**config.mk**
```make
export PLATFORM = sky130hd
export DESIGN_NAME = work_feeder
export DESIGN_NICKNAME = d
export VERILOG_FILES = /design/src/rtl/sha256_pkg.sv /design/src/rtl/nonce_tag_pipe.sv /design/src/rtl/work_feeder.sv
export SDC_FILE = /design/constraint.sdc
export NUM_CORES = 2
export LEC_CHECK = 0
export BUFFER_PORTS_ARGS = -buffer_cell sky130_fd_sc_hd__buf_2
export CAP_MARGIN = 20
export CORE_AREA = 2 2 473 475
export CTS_BUF_LIST = sky130_fd_sc_hd__clkbuf_4 sky130_fd_sc_hd__clkbuf_8 sky130_fd_sc_hd__clkbuf_16
export CTS_CLUSTER_DIAMETER = 80
export DETAILED_ROUTE_END_ITERATION = 8
export DIE_AREA = 0 0 475 477
export MAX_ROUTING_LAYER = met4
export PLACE_DENSITY_LB_ADDON = 0.3
export SLEW_MARGIN = 10
export SYNTH_ARGS = -nofsm -noshare
export SYNTH_HDL_FRONTEND = slang
export SYNTH_SLANG_ARGS = --single-unit
```
**constraint.sdc**
```tcl
create_clock -name clk -period 3.1 [get_ports clk]
set_input_delay 0.31 -clock clk [delete_from_list [all_inputs] [get_ports clk]]
set_output_delay 0.31 -clock clk [all_outputs]
set_load 0.05 [all_outputs]
```
**src/rtl/sha256_pkg.sv**
```systemverilog
// Shared SHA-256 feeder constants, FSM state type and word helper.
// Imported by the work feeder and its testbench.
package sha256_pkg;

  localparam logic [31:0] PAD_WORD = 32'h8000_0000;
  localparam logic [31:0] LEN_WORD = 32'h0000_0280;

  typedef enum logic [1:0] {
    S_IDLE  = 2'd0,
    S_RUN   = 2'd1,
    S_DRAIN = 2'd2
  } feeder_state_e;

  // Bit offset of 32-bit word k inside the 512-bit block.
  function automatic logic [8:0] word_lsb(
    input logic [3:0] k
  );
    return {k, 5'd0};
  endfunction

endpackage

```
**src/rtl/nonce_tag_pipe.sv**
```systemverilog
// Shift register of {valid, nonce} tags that rides alongside the hash core.
// Ports: clk, rst_n, shift_en, tag_in (33b) -> tag_out (oldest), head_empty.
module nonce_tag_pipe #(
  parameter int N = 16
) (
  input  logic        clk,
  input  logic        rst_n,
  input  logic        shift_en,
  input  logic [32:0] tag_in,
  output logic [32:0] tag_out,
  output logic        head_empty
);

  logic [32:0] ent_q [N];
  logic [32:0] ent_d [N];

  always_comb begin
    ent_d = ent_q;
    if (shift_en) begin
      ent_d[0] = tag_in;
      for (int i = 1; i < N; i++) begin
        ent_d[i] = ent_q[i-1];
      end
    end
  end

  always_ff @(posedge clk or negedge rst_n) begin
    if (!rst_n) begin
      for (int i = 0; i < N; i++) begin
        ent_q[i] <= '0;
      end
    end else begin
      ent_q <= ent_d;
    end
  end

  assign tag_out = ent_q[N-1];

  // Entries 0..N-2 only: after the next shift these are the whole pipe.
  always_comb begin
    head_empty = 1'b1;
    for (int i = 0; i < N - 1; i++) begin
      if (ent_q[i][32]) head_empty = 1'b0;
    end
  end

endmodule

```
**src/rtl/work_feeder.sv**
```systemverilog
// Feeds one mining job (midstate + header tail) into a looped SHA-256 core,
// issuing one nonce per loop slot and tagging each so results line up.
// Ports: work_* handshake in, abort; cnt/feedback/rx_state/rx_input to the
// transform; result_valid/result_nonce aligned to its output; busy, done.
module work_feeder
  import sha256_pkg::*;
#(
  parameter int LOOP = 4
) (
  input  logic         clk,
  input  logic         rst_n,
  input  logic         work_valid,
  output logic         work_ready,
  input  logic [255:0] work_midstate,
  input  logic [95:0]  work_data,
  input  logic [31:0]  nonce_start,
  input  logic [31:0]  nonce_end,
  input  logic         abort,
  output logic [5:0]   cnt,
  output logic         feedback,
  output logic [255:0] rx_state,
  output logic [511:0] rx_input,
  output logic         result_valid,
  output logic [31:0]  result_nonce,
  output logic         busy,
  output logic         done
);

  localparam int N = 64 / LOOP;
  localparam logic [5:0] CNT_LAST = 6'(LOOP - 1);
  localparam logic [5:0] SLOT_LAST = 6'(N - 1);

  feeder_state_e state_q, state_d;
  logic [5:0]   cnt_q, cnt_d;
  logic [255:0] mid_q, mid_d;
  logic [95:0]  data_q, data_d;
  logic [31:0]  nonce_q, nonce_d;
  logic [31:0]  end_q, end_d;
  logic         loaded_q, loaded_d;
  logic         issued_q, issued_d;
  logic [5:0]   dcnt_q, dcnt_d;
  logic         res_v_q, res_v_d;
  logic [31:0]  res_n_q, res_n_d;
  logic         done_q, done_d;

  logic        slot;
  logic        issue;
  logic        head_empty;
  logic        drain_exit;
  logic [32:0] tag_in;
  logic [32:0] tag_out;

  assign slot   = (cnt_q == 6'd0);
  assign issue  = slot && (state_q == S_RUN);
  assign tag_in = {issue, nonce_q};

  // A job that never issued still waits N empty slots before done.
  assign drain_exit = slot && head_empty &&
                      (issued_q || (dcnt_q == SLOT_LAST));

  nonce_tag_pipe #(
    .N(N)
  ) u_tags (
    .clk        (clk),
    .rst_n      (rst_n),
    .shift_en   (slot),
    .tag_in     (tag_in),
    .tag_out    (tag_out),
    .head_empty (head_empty)
  );

  always_comb begin
    state_d  = state_q;
    mid_d    = mid_q;
    data_d   = data_q;
    nonce_d  = nonce_q;
    end_d    = end_q;
    loaded_d = loaded_q;
    issued_d = issued_q;
    dcnt_d   = dcnt_q;
    done_d   = 1'b0;

    cnt_d = (cnt_q == CNT_LAST) ? 6'd0 : cnt_q + 6'd1;

    res_v_d = 1'b0;
    res_n_d = res_n_q;
    if (slot) begin
      res_v_d = tag_out[32];
      res_n_d = tag_out[31:0];
    end

    unique case (state_q)
      S_IDLE: begin
        if (work_valid) begin
          mid_d    = work_midstate;
          data_d   = work_data;
          nonce_d  = nonce_start;
          end_d    = nonce_end;
          loaded_d = 1'b1;
          issued_d = 1'b0;
          dcnt_d   = 6'd0;
          state_d  = S_RUN;
        end
      end
      S_RUN: begin
        if (issue) begin
          nonce_d  = nonce_q + 32'd1;
          issued_d = 1'b1;
        end
        if ((issue && (nonce_q == end_q)) || abort) begin
          state_d = S_DRAIN;
        end
      end
      S_DRAIN: begin
        if (slot) dcnt_d = dcnt_q + 6'd1;
        if (drain_exit) begin
          state_d = S_IDLE;
          done_d  = 1'b1;
        end
      end
      default: state_d = S_IDLE;
    endcase
  end

  always_ff @(posedge clk or negedge rst_n) begin
    if (!rst_n) begin
      state_q  <= S_IDLE;
      cnt_q    <= '0;
      mid_q    <= '0;
      data_q   <= '0;
      nonce_q  <= '0;
      end_q    <= '0;
      loaded_q <= 1'b0;
      issued_q <= 1'b0;
      dcnt_q   <= '0;
      res_v_q  <= 1'b0;
      res_n_q  <= '0;
      done_q   <= 1'b0;
    end else begin
      state_q  <= state_d;
      cnt_q    <= cnt_d;
      mid_q    <= mid_d;
      data_q   <= data_d;
      nonce_q  <= nonce_d;
      end_q    <= end_d;
      loaded_q <= loaded_d;
      issued_q <= issued_d;
      dcnt_q   <= dcnt_d;
      res_v_q  <= res_v_d;
      res_n_q  <= res_n_d;
      done_q   <= done_d;
    end
  end

  // Padding words stay zero until a job has been captured.
  always_comb begin
    rx_input = '0;
    if (loaded_q) begin
      rx_input[word_lsb(4'd0) +: 32]  = data_q[31:0];
      rx_input[word_lsb(4'd1) +: 32]  = data_q[63:32];
      rx_input[word_lsb(4'd2) +: 32]  = data_q[95:64];
      rx_input[word_lsb(4'd3) +: 32]  = nonce_q;
      rx_input[word_lsb(4'd4) +: 32]  = PAD_WORD;
      rx_input[word_lsb(4'd15) +: 32] = LEN_WORD;
    end
  end

  assign cnt          = cnt_q;
  assign feedback     = (cnt_q != 6'd0);
  assign rx_state     = mid_q;
  assign result_valid = res_v_q;
  assign result_nonce = res_n_q;
  assign done         = done_q;
  assign busy         = (state_q != S_IDLE);
  assign work_ready   = (state_q == S_IDLE);

endmodule

```
**Word level (Yosys, flattened, before mapping)**

Index checks and enable logic that the tools add are counted.

- Reductions and logical operators: 16
- Eq/ne operators: 10
- Add/sub/neg operators: 3
- Multiplexer cells: 34

Operators by type and width:

| kind | number |
|---|---|
| 2-to-1 mux 160 bit | 1 |
| 2-to-1 mux 32 bit | 2 |
| case mux 32 bit (2 select lines) | 1 |
| adder 32 x 1 -> 32 bit, second input constant | 1 |
| == test 32 bit | 1 |
| 2-to-1 mux 1 bit | 20 |
| 2-to-1 mux 6 bit | 3 |
| adder 6 x 1 -> 6 bit, second input constant | 2 |
| case mux 6 bit (2 select lines) | 1 |
| 2-to-1 mux 10 bit | 1 |
| AND reduction 3 bit | 3 |
| inequality test 2 bit, second input constant | 4 |
| == test 6 x 2 -> 1 bit, second input constant | 1 |
| == test 6 x 4 -> 1 bit, second input constant | 1 |
| logical NOT 6 bit | 1 |
| 2-to-1 mux 2 bit | 3 |
| case mux 2 bit (3 select lines) | 1 |
| nonzero test 2 bit | 3 |
| nonzero test 6 bit | 1 |
| logical AND 1 bit | 4 |
| == test 2 x 1 -> 1 bit, second input constant | 1 |
| == test 2 bit, second input constant | 1 |
| logical NOT 2 bit | 1 |
| logical OR 1 bit | 2 |
| other kinds (3) | 3 |

- Output and inout port bits: 811
- Flip-flop bits (word level): 994

**Logic depth before layout (Yosys ltp)**

- Word-level depth: 19
- Depth in mapped cells: 10
- Mapped depth without buffers: 7

**By module**

Synthesis repeated with hierarchy kept, for this count alone.

- Cell total of the unflattened synthesis: 3,807
- Area, all modules: 42,978.7 µm²

Modules (own cells, without submodules):

| module | cells an instance | area an instance (µm²) | sequential area each (µm²) | times used |
|---|---|---|---|---|
| work_feeder | 2,654 | 22,504.1 | 11,661.2 | 1 |
| nonce_tag_pipe | 1,153 | 20,474.6 | 13,212.7 | 1 |

**Worst setup path after synthesis**

Ideal clock, no wire load.

- Path kind: register to output
- From: reg cnt_q[0], in the netlist cnt[0]
- To: out feedback
- Cell stages (with the launch flop): 9
- Data arrival time: 2,516 ps
- Setup slack: 274 ps
- Required time: 2,790 ps
- Cells stage by stage: dfrtp_1 -> inv_1 -> ha_1 -> and2_1 -> buf_2 -> clkinv_1 -> clkbuf_1 -> clkbuf_1 -> clkbuf_1

- Word-level cells in the longest chain between the ends: 1

RTL lines:

| item | RTL line | text |
|---|---|---|
| start, declared | work_feeder.sv:34 | `logic [5:0] cnt_q, cnt_d;` |
| start signal, assigned | work_feeder.sv:141 | `cnt_q <= cnt_d;` |
| nonzero test 6 bit | work_feeder.sv:169 | `assign feedback = (cnt_q != 6'd0);` |
| end, declared | work_feeder.sv:20 | `output logic feedback,` |

No other way between the ends.

**Worst setup path after layout**

- From: reg loaded_q
- To: out rx_input[1]

- Word-level cells in the longest chain between the ends: 1

RTL lines:

| item | RTL line | text |
|---|---|---|
| start, declared | work_feeder.sv:39 | `logic loaded_q, loaded_d;` |
| start signal, assigned | work_feeder.sv:146 | `loaded_q <= loaded_d;` |
| 2-to-1 mux 160 bit | work_feeder.sv:158 | `if (loaded_q) begin` |
| end, declared | work_feeder.sv:22 | `output logic [511:0] rx_input,` |

No other way between the ends.

==> flow_summary.ini <==
[outcome]
outcome = finished clean

[sta]
worst_slew_pin_slew_ns = 1.140
rsz0062_at_grt = no
slew_violations = 0
layout_min_cycle_time_ns = 2.754
setup_tns_ns = 0
final-setup-viol-count = 0
relSlewSlack_pct = 24.00
fmax_ghz = 0.3631
clock_skew_ns = 0.06477
hold_violations = 0
finalCritPeriodShare_pct = 88.84

[drt]
wl_um = 180000
drt_iter0_markers = 2247
drcViolationCount = 0
via_per_inst = 3.798
wl_per_cell_um = 19.55
antenna_left = 0
vias = 34970
firstDrtPassIters = 5

[grt]
antenna_found_initial = 62
grt_max_degree = 169
grt_pass1_vias = 35600
grt_util_all_layers_pct = 15.95
grt_pass1_wl_um = 257500
overflow = 0

[critical_path]
crit_family = flip-flops
critPathRequiredTime_ns = 2.79
crit_type = flip-flop to output port
arrival_ns = 2.44
cp-end-kind = output port
crit_fanout = 66
slowest_stage = dfrtp_4
slowest_delay_ns = 0.82
path_cells = buf_4 -> and2_1 -> buf_2
worst-path-buf-inv = 2
start_kind = flip-flop

[yosys]
ys_ff_latch = 994
synthTopCellsByArea = dfrtp_1 (59%), nand2_1 (25%), buf_4 (6.9%), clkbuf_1 (2.1%), and2_1 (1.9%)
syn_inst = 4881
synth_flop_cell = dfrtp_1
seq_area_frac_synth_pct = 59.23
synth_most_common_cell = nand2_1
synth_top_area_cell = dfrtp_1
synth_cell_type_count = 55
synth_top_area_share_pct = 59.23
synth.cells.most_frequent = nand2_1 (2843), dfrtp_1 (994), buf_4 (387), clkbuf_1 (236), and2_1 (128)
syn_area_sq_um = 41990
postSynth.asyncResetShare_pct = 100.0
synth_edf_count = 0
yosys_warnings = 0
avgSynthCellArea_sq_um = 8.603

[place]
portBuffers = 849
dpl.hpwl_um = 135300
gp_congestion = 0.9156
numPlacedInstances = 8532

[pwr]
p_leak_nw = 30.01
total_power_mw = 60.72
ir_worst_vdd_v = 0.0008138
power_density_nw_per_um2 = 1065

[layout]
drive_gt1_share_pct = 18.86
finalNonFillerCells = 9208
seqCellArea_sq_um = 24880
multi_input_area_sq_um = 14680
syn2layout_area_growth_pct = 35.73
fin_nets = 6524
filler_cell_count = 24220

[clock_network]
h-tree-depth = 3
cts_resized = 0
cts.clk_slew.worst_paths_ns = 0.06
root_buffer = clkbuf_16
clkSinkCount = 994
clock_path_buffers = 3
cts_tree = done
insertion_delay_ns = 0.74
cts_inserted_buffers = 120

[flow_run]
cap_violations = 0

[floorplanning]
chipHeight_um = 477
die_w_um = 475
core_area_sq_um = 221400
floorplan.initialDensity_pct = 18.96
die_area_sq_um = 226600
rows = 173
io_pins = 1231

[min_path]
min_path_type = input pin to flip-flop
[routing by layer]
metal	track usage, %	part of all wire (%)
met5	-	0
met4	6.491	4.6
met3	4.924	7.8
met2	24.26	45
met1	19.54	43
[cell type report]
cell class	instances	area share, %
diodes	40	0.1756
clock buffers	174	6.340
clock inverters	41	1.023
inverters	8	0.06586
multi-input cells	3621	25.76
flip-flops and latches	994	43.65
well taps	2975	6.531
repair buffers	1355	16.46
[cell usage in the layout, fill, tap and decap left out, types with 20 or more instances in the layout]
cell type / instances
a21oi_1: 35
and2_1: 127
buf_12: 20
buf_2: 848
buf_4: 65
clkbuf_16: 121
clkbuf_4: 23
clkbuf_8: 30
conb_1: 381
dfrtp_1: 993
diode_2: 40
dlygate4sd3_1: 420
nand2_1: 2842
nand3_1: 20
nor2_1: 28
o21ai_0: 28
xnor2_1: 35
[flip-flops by register name, indices dropped and copies added (netlist names)]
register	count
end_q	32
result_valid	1
result_nonce	32
data_q	96
cnt	6
u_tags.ent_q	495
issued_q	1
done	1
dcnt_q	6
rx_state	256
nonce_q	32
loaded_q	1
state_q	2
u_tags.tag_out	33
[cells by family (layout without fill, tap and decap cells)]
family / after synthesis / count (layout) / share of synthesized area [%]
AOI/OAI and AO/OA: 113 / 113 / 1.692
xor gates and xnor gates: 37 / 37 / 0.7717
adders and majority gates: 4 / 4 / 0.1192
buffers and inverters: 646 / 1578 / 9.252
DFF: 994 / 994 / 59.23
muxes: 2 / 2 / 0.05065
other: 1 / 421 / 0.008930
and+or+nand+nor: 3084 / 3084 / 28.87
[final timing paths]
check                                                     end                     startpoint  slack (ns)  cells past startpoint
worst min register to register  u_tags.ent_q[189]$_DFFE_PN0N_  u_tags.ent_q[222]$_DFFE_PN0N_        0.41                      2
worst min-delay path                  nonce_q[29]$_DFFE_PN0P_                nonce_start[29]        0.11                      4
worst max-delay path                              rx_input[1]           loaded_q$_DFFE_PN0P_        0.35                      3
min in group asynchronous       u_tags.ent_q[284]$_DFFE_PN0N_                          rst_n        0.28                      3
worst max register to register        nonce_q[31]$_DFFE_PN0P_               cnt[2]$_DFF_PN0_        0.58                      6
max in group asynchronous           rx_state[233]$_DFFE_PN0P_                          rst_n        1.78                      4
[per-stage QoR]
| step | setup slack, ns | instance area, sq um | util (%) | hold slack (ns) |
|---|---|---|---|---|
| floorplan | 0.2744 | 43420 | - | 0.01441 |
| global placement | 0.5964 | 48470 | 21.89 | 0.4305 |
| detailed placement | 0.5950 | 48470 | 21.89 | 0.4325 |
| CTS | 0.2157 | 56870 | 25.68 | 0.02839 |
| global route | 0.1787 | 56970 | 25.73 | 0.1176 |
| finish | 0.3461 | 57000 | 25.74 | 0.1098 |
[power by group]
| part | switching (mW) | internal (mW) |
|---|---|---|
| registers | 3.05 | 18.0 |
| clock network | 5.95 | 8.84 |
| logic | 19.2 | 5.70 |
| total | 28.2 | 32.6 |
[repair_timing]
item	in CTS	in global routing
hold endpoints to repair	960	0
hold buffers	420	0
setup buffers	0	0
[tightest hold or removal path: cells and delay by family]
family                 cells  cell delay [ns]
AOI/OAI and AO/OA          2             0.32
and+or+nand+nor            1             0.09
buffers and inverters      1             0.08
(Power assumes the default switching activity.)
